File: src/rtl/pwm_timer_ctrl_16.sv
// Control/compare stage for an external 16-bit up counter: period-wrapped PWM,
// wrap pulse, and a double-buffered period/duty config applied on period boundaries.
module pwm_timer_ctrl_16 #(
  parameter logic [15:0] PERIOD_RST = 16'hFFFF,
  parameter logic [15:0] DUTY_RST   = 16'h0000
) (
  input  logic        clk,
  input  logic        n_reset,
  input  logic        start,
  input  logic        stop,
  input  logic        oneshot,
  input  logic        cfg_valid,
  output logic        cfg_ready,
  input  logic [15:0] cfg_period,
  input  logic [15:0] cfg_duty,
  input  logic [15:0] count,
  output logic        cnt_en,
  output logic        cnt_n_clr,
  output logic        pwm_out,
  output logic        wrap_pulse,
  output logic        busy
);

  localparam int unsigned W = 16;

  typedef enum logic [1:0] {
    IDLE     = 2'd0,
    RUN      = 2'd1,
    STOPPING = 2'd2
  } state_t;

  state_t       state, state_nxt;
  logic [W-1:0] period_act, duty_act;
  logic [W-1:0] period_sh, duty_sh;
  logic         pending;
  logic         os_latched;

  logic wrap_hit;
  logic start_acc;
  logic cfg_acc;
  logic xfer;

  // Counter control is combinational so the clear lands on the wrap edge itself.
  assign wrap_hit  = (state != IDLE) && (count == period_act);
  assign start_acc = (state == IDLE) && start;
  assign cfg_acc   = cfg_valid && !pending;
  assign xfer      = pending && (start_acc || wrap_hit);

  assign cnt_en    = (state != IDLE);
  assign cnt_n_clr = !((state == IDLE) || wrap_hit);
  assign cfg_ready = !pending;
  assign busy      = (state != IDLE);

  // State register
  always_ff @(posedge clk) begin
    if (!n_reset) begin
      state <= IDLE;
    end else begin
      state <= state_nxt;
    end
  end

  // Next-state logic
  always_comb begin
    state_nxt = state;
    case (state)
      IDLE: begin
        if (start) state_nxt = RUN;
      end
      RUN: begin
        if (stop) begin
          state_nxt = wrap_hit ? IDLE : STOPPING;
        end else if (wrap_hit && os_latched) begin
          state_nxt = IDLE;
        end
      end
      STOPPING: begin
        if (wrap_hit) state_nxt = IDLE;
      end
      default: state_nxt = IDLE;
    endcase
  end

  // Config shadow and active registers; accept and transfer are mutually exclusive via pending.
  always_ff @(posedge clk) begin
    if (!n_reset) begin
      period_act <= PERIOD_RST;
      duty_act   <= DUTY_RST;
      period_sh  <= '0;
      duty_sh    <= '0;
      pending    <= 1'b0;
    end else begin
      if (cfg_acc) begin
        period_sh <= cfg_period;
        duty_sh   <= cfg_duty;
        pending   <= 1'b1;
      end else if (xfer) begin
        period_act <= period_sh;
        duty_act   <= duty_sh;
        pending    <= 1'b0;
      end
    end
  end

  // Oneshot mode captured at start; registered waveform outputs
  always_ff @(posedge clk) begin
    if (!n_reset) begin
      os_latched <= 1'b0;
      pwm_out    <= 1'b0;
      wrap_pulse <= 1'b0;
    end else begin
      if (start_acc) os_latched <= oneshot;
      pwm_out    <= (state != IDLE) && (count < duty_act);
      wrap_pulse <= wrap_hit;
    end
  end

endmodule

File: config.mk
export PLATFORM = sky130hd
export DESIGN_NAME = pwm_timer_ctrl_16
export DESIGN_NICKNAME = d
export VERILOG_FILES = /design/src/rtl/pwm_timer_ctrl_16.sv
export SDC_FILE = /design/constraint.sdc
export NUM_CORES = 1
export LEC_CHECK = 0
export BUFFER_PORTS_ARGS = -buffer_cell sky130_fd_sc_hd__buf_2
export CORE_MARGIN = 2
export CORE_UTILIZATION = 50
export DETAILED_ROUTE_END_ITERATION = 16
export PLACE_DENSITY = 0.73
export SYNTH_ARGS = -nofsm -noshare
export SYNTH_HDL_FRONTEND = slang
export SYNTH_SLANG_ARGS = --single-unit
File: constraint.sdc
create_clock -name clk -period 2.55 [get_ports clk]
set_input_delay 0.51 -clock clk [delete_from_list [all_inputs] [get_ports clk]]
set_output_delay 0.51 -clock clk [all_outputs]
set_load 0.02 [all_outputs]
After elaboration in Yosys (flattened, before gate mapping):

Cells that the tools add are included.

* equal/unequal tests: 6
* reduce and logical (&&, ||, !) cells: 15
* bitwise operators: 1
* muxes and demuxes: 8
* order comparisons: 1

Operators with widths (count)
* 16-bit == test: 1
* 16-bit < comparator: 1
* 2-bit two-way mux: 5
* 1-bit logical AND: 6
* 2-bit case mux with 3 select lines: 1
* 2-bit inequality test (second input constant): 2
* 2-bit nonzero test: 2
* 3-bit inequality test (second input constant): 1
* 3-bit AND reduction: 1
* 2-bit by 1-bit == test with 1-bit output (second input constant): 1
* 2-bit == test (second input constant): 1
* 1-bit logical NOT: 2
* 2-bit logical NOT: 1
* 1-bit logical OR: 2
* 1-bit two-way mux: 2
* 2-bit AND reduction: 1
* 1-bit NOT: 1

* bits in registers: 70

Logic depth before layout (Yosys ltp):

Gate-level depths: netlist of run 1.

* word-level depth: 6
* mapped depth: 7

Least setup slack after synthesis of run 1:

Ideal clock, no wire load.

* path kind: input to register
* start point: input port count[12]
* end point: register period_act[10]
* path slack: 0.554 ns
* data arrival time: 1.879 ns
* cell stages on the path: 6
* cells stage by stage: xor2_1 > nor4_4 > nand4_4 > o32a_4 > buf_6 > o22a_1

* word-level cells in the longest chain between the ends: 5

Ends and longest elaborated chain
* from (decl): RTL line 16 `input logic [15:0] count,`
* 16-bit == test: RTL line 44 `assign wrap_hit = (state != IDLE) && (count == period_act);`
* 1-bit logical AND: RTL line 44
* 1-bit logical OR: RTL line 47 `assign xfer = pending && (start_acc || wrap_hit);`
* 1-bit logical AND: RTL line 47
* 2-bit AND reduction (no line)
* to (signal assigned): RTL line 98 `period_act <= period_sh;`
* to (decl): RTL line 33 `logic [W-1:0] period_act, duty_act;`

Every way passes these cells.
A chain may end at the register's enable or synchronous reset.

Worst setup path in the final report of run 1:

* start point: register period_act[9]
* end point: output port cnt_n_clr

* word-level cells in the longest chain between the ends: 4

Ends and longest elaborated chain
* 16-bit == test: RTL line 44
* 1-bit logical AND: RTL line 44
* 1-bit logical OR: RTL line 50 `assign cnt_n_clr = !((state == IDLE) || wrap_hit);`
* 1-bit logical NOT: RTL line 50
* to (decl): RTL line 18 `output logic cnt_n_clr,`

Every way passes these cells.

==> summary.txt, run 1 <==
classification of the worst-slack hold path -> in -> reg
core area -> 0.00592 mm²
Max Clock Freq -> 433 MHz
share of flip-flops with an asynchronous set or reset -> 0
static leakage -> 1.43 nW
post-synthesis instance total -> 315
clock tree root driver cell -> sky130_fd_sc_hd__clkbuf_8
sequential cell area fraction in the yosys report -> 0.456
DRC violations left -> 0
Max-slew headroom -> 0.670
fraction of final layout cells sized beyond drive strength 1 -> 0.255
clock tree from TritonCTS -> done
buffers added on ports -> 59
most used flip-flop cell after synthesis -> sky130_fd_sc_hd__dfxtp_1
starting density of the core -> 0.519
endpoint of the worst hold path -> period_sh[6]
reg-to-reg setup timing slack -> 0.64 ns
clk slew on worst S/H paths -> 0.08 ns
part of the power in combinational logic -> 0.128
Clock Sink Count -> 70
number of design-rule violations left by the first detailed-router iteration -> 57
pin count of the biggest net entering global routing -> 34
required time at the worst-slack endpoint -> 2.04 ns
total count of hold-check failures in the final report -> 0
total of cells resized after clock tree synthesis -> 0
Syn Area/Cell -> 9.75 µm²
P per Cell Area -> 656 mW/mm²
top fanout value on the critical path -> 5
max-slew violations -> 0
largest voltage drop on the vdd net -> 0.000418 V
Setup crit end kind -> output pin
Row Count -> 28
cell depth of the worst flop-to-flop path -> 5
total global routing overflow -> 0
net switching power of the design -> 0.639 mW
Multi-input gate area -> 0.00152 mm²
Layout Nets -> 444
via count -> 2351
result of the run -> finished, final reports clean
Netlist cell types -> 35
hold depth -> 3
number of search-and-repair iterations in the first detailed-routing pass -> 4
cell with the most instances after synthesis -> sky130_fd_sc_hd__nand2_1
number of setup buffers added after CTS -> 0
RR Endpoint -> period_act[2]
antenna diode instance count -> 0
deepest level of the CTS H-tree -> 3
cts hold-fix bufs -> 0
I/O pin cnt -> 60
internal portion of total power -> 1.74 mW
Global Route Usage Sum -> 0.212
fin crit period -> 2.31 ns
area of the die -> 0.00679 mm²
most area-consuming cells after synthesis -> sky130_fd_sc_hd__dfxtp_1, sky130_fd_sc_hd__nand2_1, sky130_fd_sc_hd__a21boi_0
Worst Hold Launch -> cfg_period[6]
unrepaired setup endpoints after global routing -> false
final weighted congestion in routability-driven placement -> 0.870
portion of synthesized cell area occupied by the leading cell type -> 0.456
horizontal extent of the die -> 82.4 µm
worst flop-to-flop path startpoint -> period_act[9]
clock buffers created by TritonCTS -> 9
post-DP HPWL -> 4720 µm
vias in the first global route -> 2212
Routed Antenna Nets -> 0
commonest cells in the synthesized netlist -> sky130_fd_sc_hd__nand2_1, sky130_fd_sc_hd__dfxtp_1, sky130_fd_sc_hd__a21boi_0
total wirelength of the detailed-routed design -> 6230 µm
nets in the synthesized netlist -> 384
FILL cells -> 525
largest clock skew in the final design -> 0.00503 ns
Max Buffers Root-to-Sink -> 2
Slew @ Worst Pin -> 0.494 ns
clock network latency to the later pin of the worst-skew pair -> 0.35 ns
final critical-path share of the clock period -> 0.905
global-route wire length before repair -> 10600 µm
critical path class -> reg -> out
number of synthesized flops with an enable pin -> 0
arrival time worst endpoint -> 1.80 ns
final worst setup slack -> 0.243 ns
Area growth syn-to-layout -> 17.8%
register share of total power -> 0.501
library cell with the largest summed area after synthesis -> sky130_fd_sc_hd__dfxtp_1
wire per inst -> 13.7 µm
crit start category -> register
number of synthesized register bits -> 70
post-synth design cell area -> 0.00307 mm²
worst slack after detailed placement -> 0.329 ns
post-detailed-route via-to-cell ratio -> 5.17
number of synthesis warnings -> 0
max capacitance violation total -> 0
Reg area -> 0.00140 mm²
setup TNS -> 0 ns
relative contribution of the clock network to total power -> 0.372
Finish-stage setup viols -> 0
die height -> 82.4 µm
switching power share of the total -> 0.269
antenna violations before repair -> 0
==> stage by stage <==
stage / hold WS (ns) / util / instance area [µm²] / std cells / total power, mW
after floorplan: 0.414 / - / 3070 / 315 / 1.42
after detailed placement: 0.427 / 0.578 / 3420 / 439 / 1.52
after global placement: 0.421 / 0.578 / 3420 / 439 / 1.52
after CTS: 0.388 / 0.611 / 3620 / 455 / 2.40
final: 0.401 / 0.611 / 3620 / 455 / 2.38
after global routing: 0.392 / 0.611 / 3620 / 455 / 2.49
==> power by group through the flow <==
| stage | sequential (mW) | combinational (mW) | clock [mW] |
|---|---|---|---|
| after floorplan | 1.20 | 0.212 | 0 |
| after global placement | 1.21 | 0.301 | 0 |
| after detailed placement | 1.22 | 0.306 | 0 |
| after CTS | 1.19 | 0.307 | 0.899 |
| after global routing | 1.20 | 0.344 | 0.953 |
| final | 1.19 | 0.303 | 0.883 |
==> state kept, by name, summed over array words and instances, names as in the netlist <==
signal and flops:
state 2, pwm_out 1, pending 1, wrap_pulse 1, period_act 16, os_latched 1, period_sh 16, duty_sh 16
duty_act 16
==> critical path, cell delays in order (launching register included) <==
cell and delay [ns]:
sky130_fd_sc_hd__dfxtp_1 0.34, sky130_fd_sc_hd__xor2_1 0.19, sky130_fd_sc_hd__nor4_4 0.37, sky130_fd_sc_hd__and4_2 0.35, sky130_fd_sc_hd__nor2_1 0.05, sky130_fd_sc_hd__buf_2 0.16
==> metal layers <==
metal | part of all wire | wire length [µm] | vias up | track usage
li1 | - | - | 1210 | -
met1 | 0.47 | 2940 | 1070 | 0.266
met2 | 0.46 | 2860 | 60 | 0.336
met3 | 0.051 | 317 | 11 | 0.0685
met4 | 0.018 | 113 | 0 | 0.0867
met5 | 0 | 0 | - | 0
==> logic make-up after synthesis <==
logic type	share of synthesized area
compound gates	0.229
xor+xnor	0.0456
fa+ha+maj	0.0611
buf+inv	0.0493
flops	0.456
mux	0.00326
simple gates	0.155
==> placed cells by master (no fill, tap or decap), drive strengths merged, types with 2 or more instances in the layout <==
| cell | netlist | layout |
|---|---|---|
| a22o | 16 | 16 |
| dfxtp | 70 | 70 |
| a21oi | 3 | 3 |
| nor2 | 5 | 5 |
| a21o | 3 | 3 |
| a211oi | 2 | 2 |
| o21ai | 6 | 6 |
| nor4 | 7 | 7 |
| clkinvlp | 0 | 4 |
| nand4 | 3 | 3 |
| inv | 17 | 18 |
| xor2 | 16 | 16 |
| ha | 15 | 15 |
| nor2b | 2 | 2 |
| o21a | 3 | 3 |
| o22a | 16 | 16 |
| a21boi | 33 | 33 |
| nand2 | 72 | 72 |
| clkbuf | 11 | 9 |
| buf | 5 | 65 |
==> cell type report <==
| type | instances | area share |
|---|---|---|
| clock buffers | 9 | 0.0342 |
| flip-flops and latches | 70 | 0.387 |
| well taps | 75 | 0.0259 |
| repair buffers | 65 | 0.0941 |
| multi-input cells | 212 | 0.420 |
| clock inverters | 7 | 0.0204 |
| inverters | 17 | 0.0176 |
==> how the worst max path moves through the flow <==
stage / startpoint / end / slack [ns] / cells past startpoint
2_1_floorplan: count[12] / period_act[10] / 0.55 / 6
3_3_place_gp: count[9] / cnt_n_clr / 0.33 / 6
3_5_place_dp: count[9] / cnt_n_clr / 0.33 / 6
4_1_cts: period_act[9] / cnt_n_clr / 0.21 / 5
5_1_grt: period_act[9] / cnt_n_clr / 0.12 / 5
6_report: period_act[9] / cnt_n_clr / 0.24 / 5
No activity file was read; power rests on OpenSTA's default activity.
==> inputs of run 2 (changes only) <==
Settings changed: CAP_MARGIN from default to 0, CORE_UTILIZATION 50 to 54, PLACE_DENSITY 0.73 to 0.78, SKIP_LAST_GASP from default to 1.
==> run 2 against run 1 <==
Effect of this change: sequential power is essentially flat; worst hold slack improved by 0.0034 ns; die area is 7.1% lower; maximum frequency rose by 0.65%; total power increased by 12%; sequential share of layout area shrank 0.72 points; utilization up 5.8 points; via count grew 1.3%.
==> summary.txt, run 2 (same netlist as run 1, synthesis figures left out) <==
global-route wire length before repair -> 10800 µm (+2.3%)
largest voltage drop on the vdd net -> 0.000399 V (-4.5%)
final critical-path share of the clock period -> 0.899 (-0.00585)
fraction of final layout cells sized beyond drive strength 1 -> 0.255 (unchanged)
number of setup buffers added after CTS -> 0 (unchanged)
Reg area -> 0.00140 mm² (unchanged)
unrepaired setup endpoints after global routing -> false
total wirelength of the detailed-routed design -> 6450 µm (+3.5%)
cells along the critical path -> xor2_1 -> nor4_4 -> and4_2 -> nor2_1 -> buf_2
Row Count -> 27 (-3.6%)
cell depth of the worst flop-to-flop path -> 5 (unchanged)
setup TNS -> 0 ns (unchanged)
worst stage delay on the critical path -> 0.36 ns (about the same)
wire per inst -> 14.3 µm (+4.2%)
die height -> 79.4 µm (-3.6%)
final weighted congestion in routability-driven placement -> 0.911 (+4.7%)
post-detailed-route via-to-cell ratio -> 5.27 (+1.9%)
via count -> 2381 (+1.3%)
Max Clock Freq -> 436 MHz (+0.65%)
vias in the first global route -> 2273 (+2.8%)
Multi-input gate area -> 0.00152 mm² (unchanged)
starting density of the core -> 0.558 (+0.0390)
post-DP HPWL -> 4780 µm (+1.2%)
classification of the worst-slack hold path -> in -> reg
number of design-rule violations left by the first detailed-router iteration -> 52 (-8.8%)
reg-to-reg setup timing slack -> 0.64 ns (about the same)
total count of hold-check failures in the final report -> 0 (unchanged)
number of search-and-repair iterations in the first detailed-routing pass -> 5 (+1)
P per Cell Area -> 723 mW/mm² (+10%)
result of the run -> finished, final reports clean
core area -> 0.00551 mm² (-7.0%)
cts hold-fix bufs -> 0 (unchanged)
pin count of the biggest net entering global routing -> 36 (+5.9%)
max capacitance violation total -> 0 (unchanged)
critical path class -> reg -> out
most frequent standard cell in the layout excluding fill and tap cells -> sky130_fd_sc_hd__nand2_1
top fanout value on the critical path -> 5 (unchanged)
clock tree from TritonCTS -> done
Setup crit end kind -> output pin
total of cells resized after clock tree synthesis -> 0 (unchanged)
Worst Hold Launch -> cfg_duty[6]
fin crit period -> 2.29 ns (-0.0149 ns)
Layout Nets -> 444 (unchanged)
FILL cells -> 452 (-14%)
Clock Sink Count -> 70 (unchanged)
clock buffers created by TritonCTS -> 9 (unchanged)
hold depth -> 3 (unchanged)
DRC violations left -> 0 (unchanged)
Area growth syn-to-layout -> 20.0%
crit start category -> register
static leakage -> 1.47 nW (+3.2%)
area of the die -> 0.00631 mm² (-7.1%)
horizontal extent of the die -> 79.4 µm (-3.6%)
clock network latency to the later pin of the worst-skew pair -> 0.35 ns (about the same)
Finish-stage setup viols -> 0 (unchanged)
Max Buffers Root-to-Sink -> 2 (unchanged)
Routed Antenna Nets -> 0 (unchanged)
worst flop-to-flop path startpoint -> period_act[14]
required time at the worst-slack endpoint -> 2.04 ns (about the same)
I/O pin cnt -> 60 (unchanged)
clk slew on worst S/H paths -> 0.08 ns (about the same)
endpoint of the worst hold path -> duty_sh[6]
max-slew violations -> 0 (unchanged)
antenna diode instance count -> 0 (unchanged)
Slew @ Worst Pin -> 0.509 ns (+0.0153 ns)
Final Util -> 0.670 (+0.0585)
clock tree root driver cell -> sky130_fd_sc_hd__clkbuf_8
antenna violations before repair -> 0 (unchanged)
leading cell types in the layout, fill and taps excluded -> sky130_fd_sc_hd__nand2_1, sky130_fd_sc_hd__dfxtp_1, sky130_fd_sc_hd__buf_2
deepest level of the CTS H-tree -> 3 (unchanged)
Max-slew headroom -> 0.660 (-0.0102)
Global Route Usage Sum -> 0.225 (+0.0128)
buffers added on ports -> 59 (unchanged)
largest clock skew in the final design -> 0.00864 ns (+0.00361 ns)
total global routing overflow -> 0 (unchanged)
arrival time worst endpoint -> 1.78 ns (-0.02 ns)
RR Endpoint -> period_act[1]
Slowest-stage cell, CP -> sky130_fd_sc_hd__nor4_4
[run 2: how the worst max path moves through the flow]
stage / depth (start not counted) / slack (ns) / endpoint / startpoint
6_report: 5 / 0.26 / cnt_n_clr / period_act[9]
4_1_cts: 5 / 0.22 / cnt_n_clr / period_act[9]
5_1_grt: 5 / 0.14 / cnt_n_clr / period_act[9]
3_3_place_gp: 6 / 0.35 / cnt_n_clr / count[9]
2_1_floorplan: 6 / 0.55 / period_act[10] / count[12]
3_5_place_dp: 6 / 0.33 / cnt_n_clr / count[14]
[run 2: layer usage]
layer	up-vias	track usage	wire, µm
li1	1213	-	-
met1	1106	0.277	2900
met2	53	0.373	3130
met3	9	0.0486	297
met4	0	0.105	123
met5	-	0	0
[run 2: report_power, final]
| part | total [mW] | switching (mW) | internal [mW] |
|---|---|---|---|
| Sequential | 1.19 | 0.0390 | 1.15 |
| Combinational | 0.306 | 0.173 | 0.133 |
| Clock | 1.17 | 0.417 | 0.753 |
[run 2: layout make-up]
| cell class | instances | share of cell area |
|---|---|---|
| Multi-Input combinational cell | 212 | 0.413 |
| Clock buffer | 9 | 0.0336 |
| Sequential cell | 70 | 0.380 |
| Clock inverter | 7 | 0.0397 |
| Inverter | 17 | 0.0173 |
| Timing Repair Buffer | 65 | 0.0923 |
| Tap cell | 72 | 0.0244 |
[run 2: through the flow]
step / hold WS [ns] / std cells / total power, mW / worst slack, ns / cell area [µm²]
5_1_grt: 0.404 / 452 / 2.78 / 0.141 / 3690
4_1_cts: 0.391 / 452 / 2.69 / 0.223 / 3690
3_5_place_dp: 0.443 / 436 / 1.52 / 0.334 / 3420
2_1_floorplan: 0.414 / 315 / 1.42 / 0.554 / 3070
3_3_place_gp: 0.423 / 436 / 1.51 / 0.352 / 3420
6_report: 0.405 / 452 / 2.67 / 0.257 / 3690
[run 2: critical path: cells and delay by family (launching register included)]
family        cells  cell delay (ns)
simple gates      3             0.75
flops             1             0.34
xor+xnor          1             0.19
buf+inv           1             0.16
==> inputs of run 3 (changes only) <==
Settings changed: CORE_UTILIZATION 54 to 59, PLACE_DENSITY 0.78 to 0.84, SETUP_SLACK_MARGIN from default to 0.15.
Clock period 2.55 ns to 2.76 ns, I/O delays scaled along.
==> run 3 against run 2 <==
Effect of this change: setup slack better by 0.12 ns; sequential power shrank 8%; wire length increased by 0.33%; final area is 3.1% lower; clock skew is 0.0015 ns lower; combinational power shrank 7.8%; first-iteration DRC count increased by 52%; via count up 2.1%; sequential share of layout area up 1.2 points; critical endpoint unchanged; largest power group unchanged.
==> summary.txt, run 3 (same netlist as run 1, synthesis figures left out) <==
result of the run -> finished, final reports clean
via count -> 2432 (+2.1%)
worst stage delay on the critical path -> 0.38 ns (+0.02 ns)
cell depth of the worst flop-to-flop path -> 5 (unchanged)
buffers added on ports -> 59 (unchanged)
clock tree from TritonCTS -> done
Slew @ Worst Pin -> 1.11 ns (+0.597 ns)
final weighted congestion in routability-driven placement -> 0.882 (-3.1%)
Final Instance Count excl. Fillers -> 447 (-1.1%)
top fanout value on the critical path -> 5 (unchanged)
critical path class -> reg -> out
deepest level of the CTS H-tree -> 3 (unchanged)
pin count of the biggest net entering global routing -> 39 (+8.3%)
number of setup buffers added after CTS -> 0 (unchanged)
Slowest-stage cell, CP -> sky130_fd_sc_hd__nor4_4
post-detailed-route via-to-cell ratio -> 5.44 (+3.3%)
horizontal extent of the die -> 76.2 µm (-4.1%)
die height -> 76.2 µm (-4.1%)
Global Route Usage Sum -> 0.232 (+0.00771)
antenna violations before repair -> 0 (unchanged)
cells along the critical path -> xor2_1 -> nor4_4 -> and4_2 -> nor2_1 -> buf_2
required time at the worst-slack endpoint -> 2.21 ns (+0.17 ns)
total of cells resized after clock tree synthesis -> 0 (unchanged)
clock tree root driver cell -> sky130_fd_sc_hd__clkbuf_8
core area -> 0.00507 mm² (-7.8%)
clk slew on worst S/H paths -> 0.07 ns (about the same)
max-slew violations -> 0 (unchanged)
total count of hold-check failures in the final report -> 0 (unchanged)
wire per inst -> 14.5 µm (+1.4%)
max capacitance violation total -> 0 (unchanged)
number of design-rule violations left by the first detailed-router iteration -> 79 (+52%)
largest clock skew in the final design -> 0.00712 ns (-0.00152 ns)
Cell Count Post-Placement -> 432 (-0.92%)
vias in the first global route -> 2197 (-3.3%)
worst slack after detailed placement -> 0.249 ns (-0.0858 ns)
total wirelength of the detailed-routed design -> 6470 µm (+0.33%)
clock network latency to the later pin of the worst-skew pair -> 0.35 ns (about the same)
Final Util -> 0.704 (+0.0348)
FILL cells -> 429 (-5.1%)
post-DP HPWL -> 4700 µm (-1.6%)
Finish-stage setup viols -> 0 (unchanged)
leading cell types in the layout, fill and taps excluded -> sky130_fd_sc_hd__nand2_1, sky130_fd_sc_hd__dfxtp_1, sky130_fd_sc_hd__buf_2
Area growth syn-to-layout -> 16.4%
Row Count -> 26 (-3.7%)
setup TNS -> 0 ns (unchanged)
Routed Antenna Nets -> 0 (unchanged)
Max-slew headroom -> 0.257 (-0.402)
clock buffers created by TritonCTS -> 9 (unchanged)
global-route wire length before repair -> 10600 µm (-2.3%)
final worst setup slack -> 0.380 ns (+0.122 ns)
Setup crit end kind -> output pin
antenna diode instance count -> 0 (unchanged)
DRC violations left -> 0 (unchanged)
classification of the worst-slack hold path -> in -> reg
final critical-path share of the clock period -> 0.862
fin crit period -> 2.38 ns
area of the die -> 0.00580 mm² (-8.1%)
unrepaired setup endpoints after global routing -> false
total global routing overflow -> 0 (unchanged)
Max Clock Freq -> 420 MHz
P per Cell Area -> 592 mW/mm² (-18%)
fraction of final layout cells sized beyond drive strength 1 -> 0.247 (-0.00858)
Clock Sink Count -> 70 (unchanged)
starting density of the core -> 0.605 (+0.0474)
number of search-and-repair iterations in the first detailed-routing pass -> 4 (-1)
crit start category -> register
most frequent standard cell in the layout excluding fill and tap cells -> sky130_fd_sc_hd__nand2_1
largest voltage drop on the vdd net -> 0.000340 V (-15%)
Max Buffers Root-to-Sink -> 2 (unchanged)
cts hold-fix bufs -> 0 (unchanged)
Layout Nets -> 442 (-0.45%)
arrival time worst endpoint -> 1.83 ns (+0.05 ns)
static leakage -> 1.41 nW (-4.0%)
I/O pin cnt -> 60 (unchanged)
post-layout total power -> 2.12 mW (-21%)
hold depth -> 3 (unchanged)
==> run 3: cell count changes in the layout (fill, tap and decap cells not counted) <==
cell,previous run,this run
sky130_fd_sc_hd__clkinv_4,3,0
sky130_fd_sc_hd__bufinv_16,4,0
sky130_fd_sc_hd__clkinv_2,0,1
sky130_fd_sc_hd__buf_4,6,4
sky130_fd_sc_hd__clkbuf_1,0,1
sky130_fd_sc_hd__clkbuf_8,9,11
sky130_fd_sc_hd__clkinvlp_4,0,2
==> run 3: critical path: cells and delay by family, from the launching register on <==
family	cells	cell delay, ns
buffers and inverters	1	0.16
XOR/XNOR	1	0.21
flip-flops	1	0.34
AND/OR/NAND/NOR	3	0.78
==> run 3: final timing paths <==
kind | slack [ns] | from | endpoint
worst min-delay path | 0.44 | cfg_period[7] | period_sh[7]
worst min register to register | 0.46 | duty_sh[13] | duty_sh[13]
worst max register to register | 0.49 | period_act[11] | duty_act[14]
worst max-delay path | 0.38 | period_act[11] | cnt_n_clr
==> run 3: report_power, final <==
| part | internal, mW | switching [mW] | leakage [nW] |
|---|---|---|---|
| Combinational | 0.119 | 0.163 | 0.757 |
| Clock | 0.369 | 0.365 | 0.0845 |
| Sequential | 1.06 | 0.0355 | 0.572 |
==> run 3: layer usage <==
layer	part of all wire	GRT usage	vias up	wire length, µm
met5	0	0	-	0
met2	0.46	0.366	76	3000
met4	0.020	0.107	0	131
li1	-	-	1208	-
met3	0.049	0.0498	16	317
met1	0.47	0.307	1132	3020
==> run 3: area by class of cell <==
cell class / count / area, µm² / share of cell area
inverters: 17 / 63.8 / 0.0179
multi-input cells: 212 / 1520 / 0.426
repair buffers: 63 / 325 / 0.0910
clock inverters: 3 / 20.0 / 0.00560
flip-flops and latches: 70 / 1400 / 0.392
well taps: 70 / 87.6 / 0.0245
clock buffers: 12 / 155 / 0.0434
==> run 3: through the flow <==
step,cell area (µm²),hold slack (ns)
floorplan,3070,0.414
global placement,3400,0.436
detailed placement,3400,0.436
CTS,3570,0.440
global route,3570,0.454
finish,3570,0.444
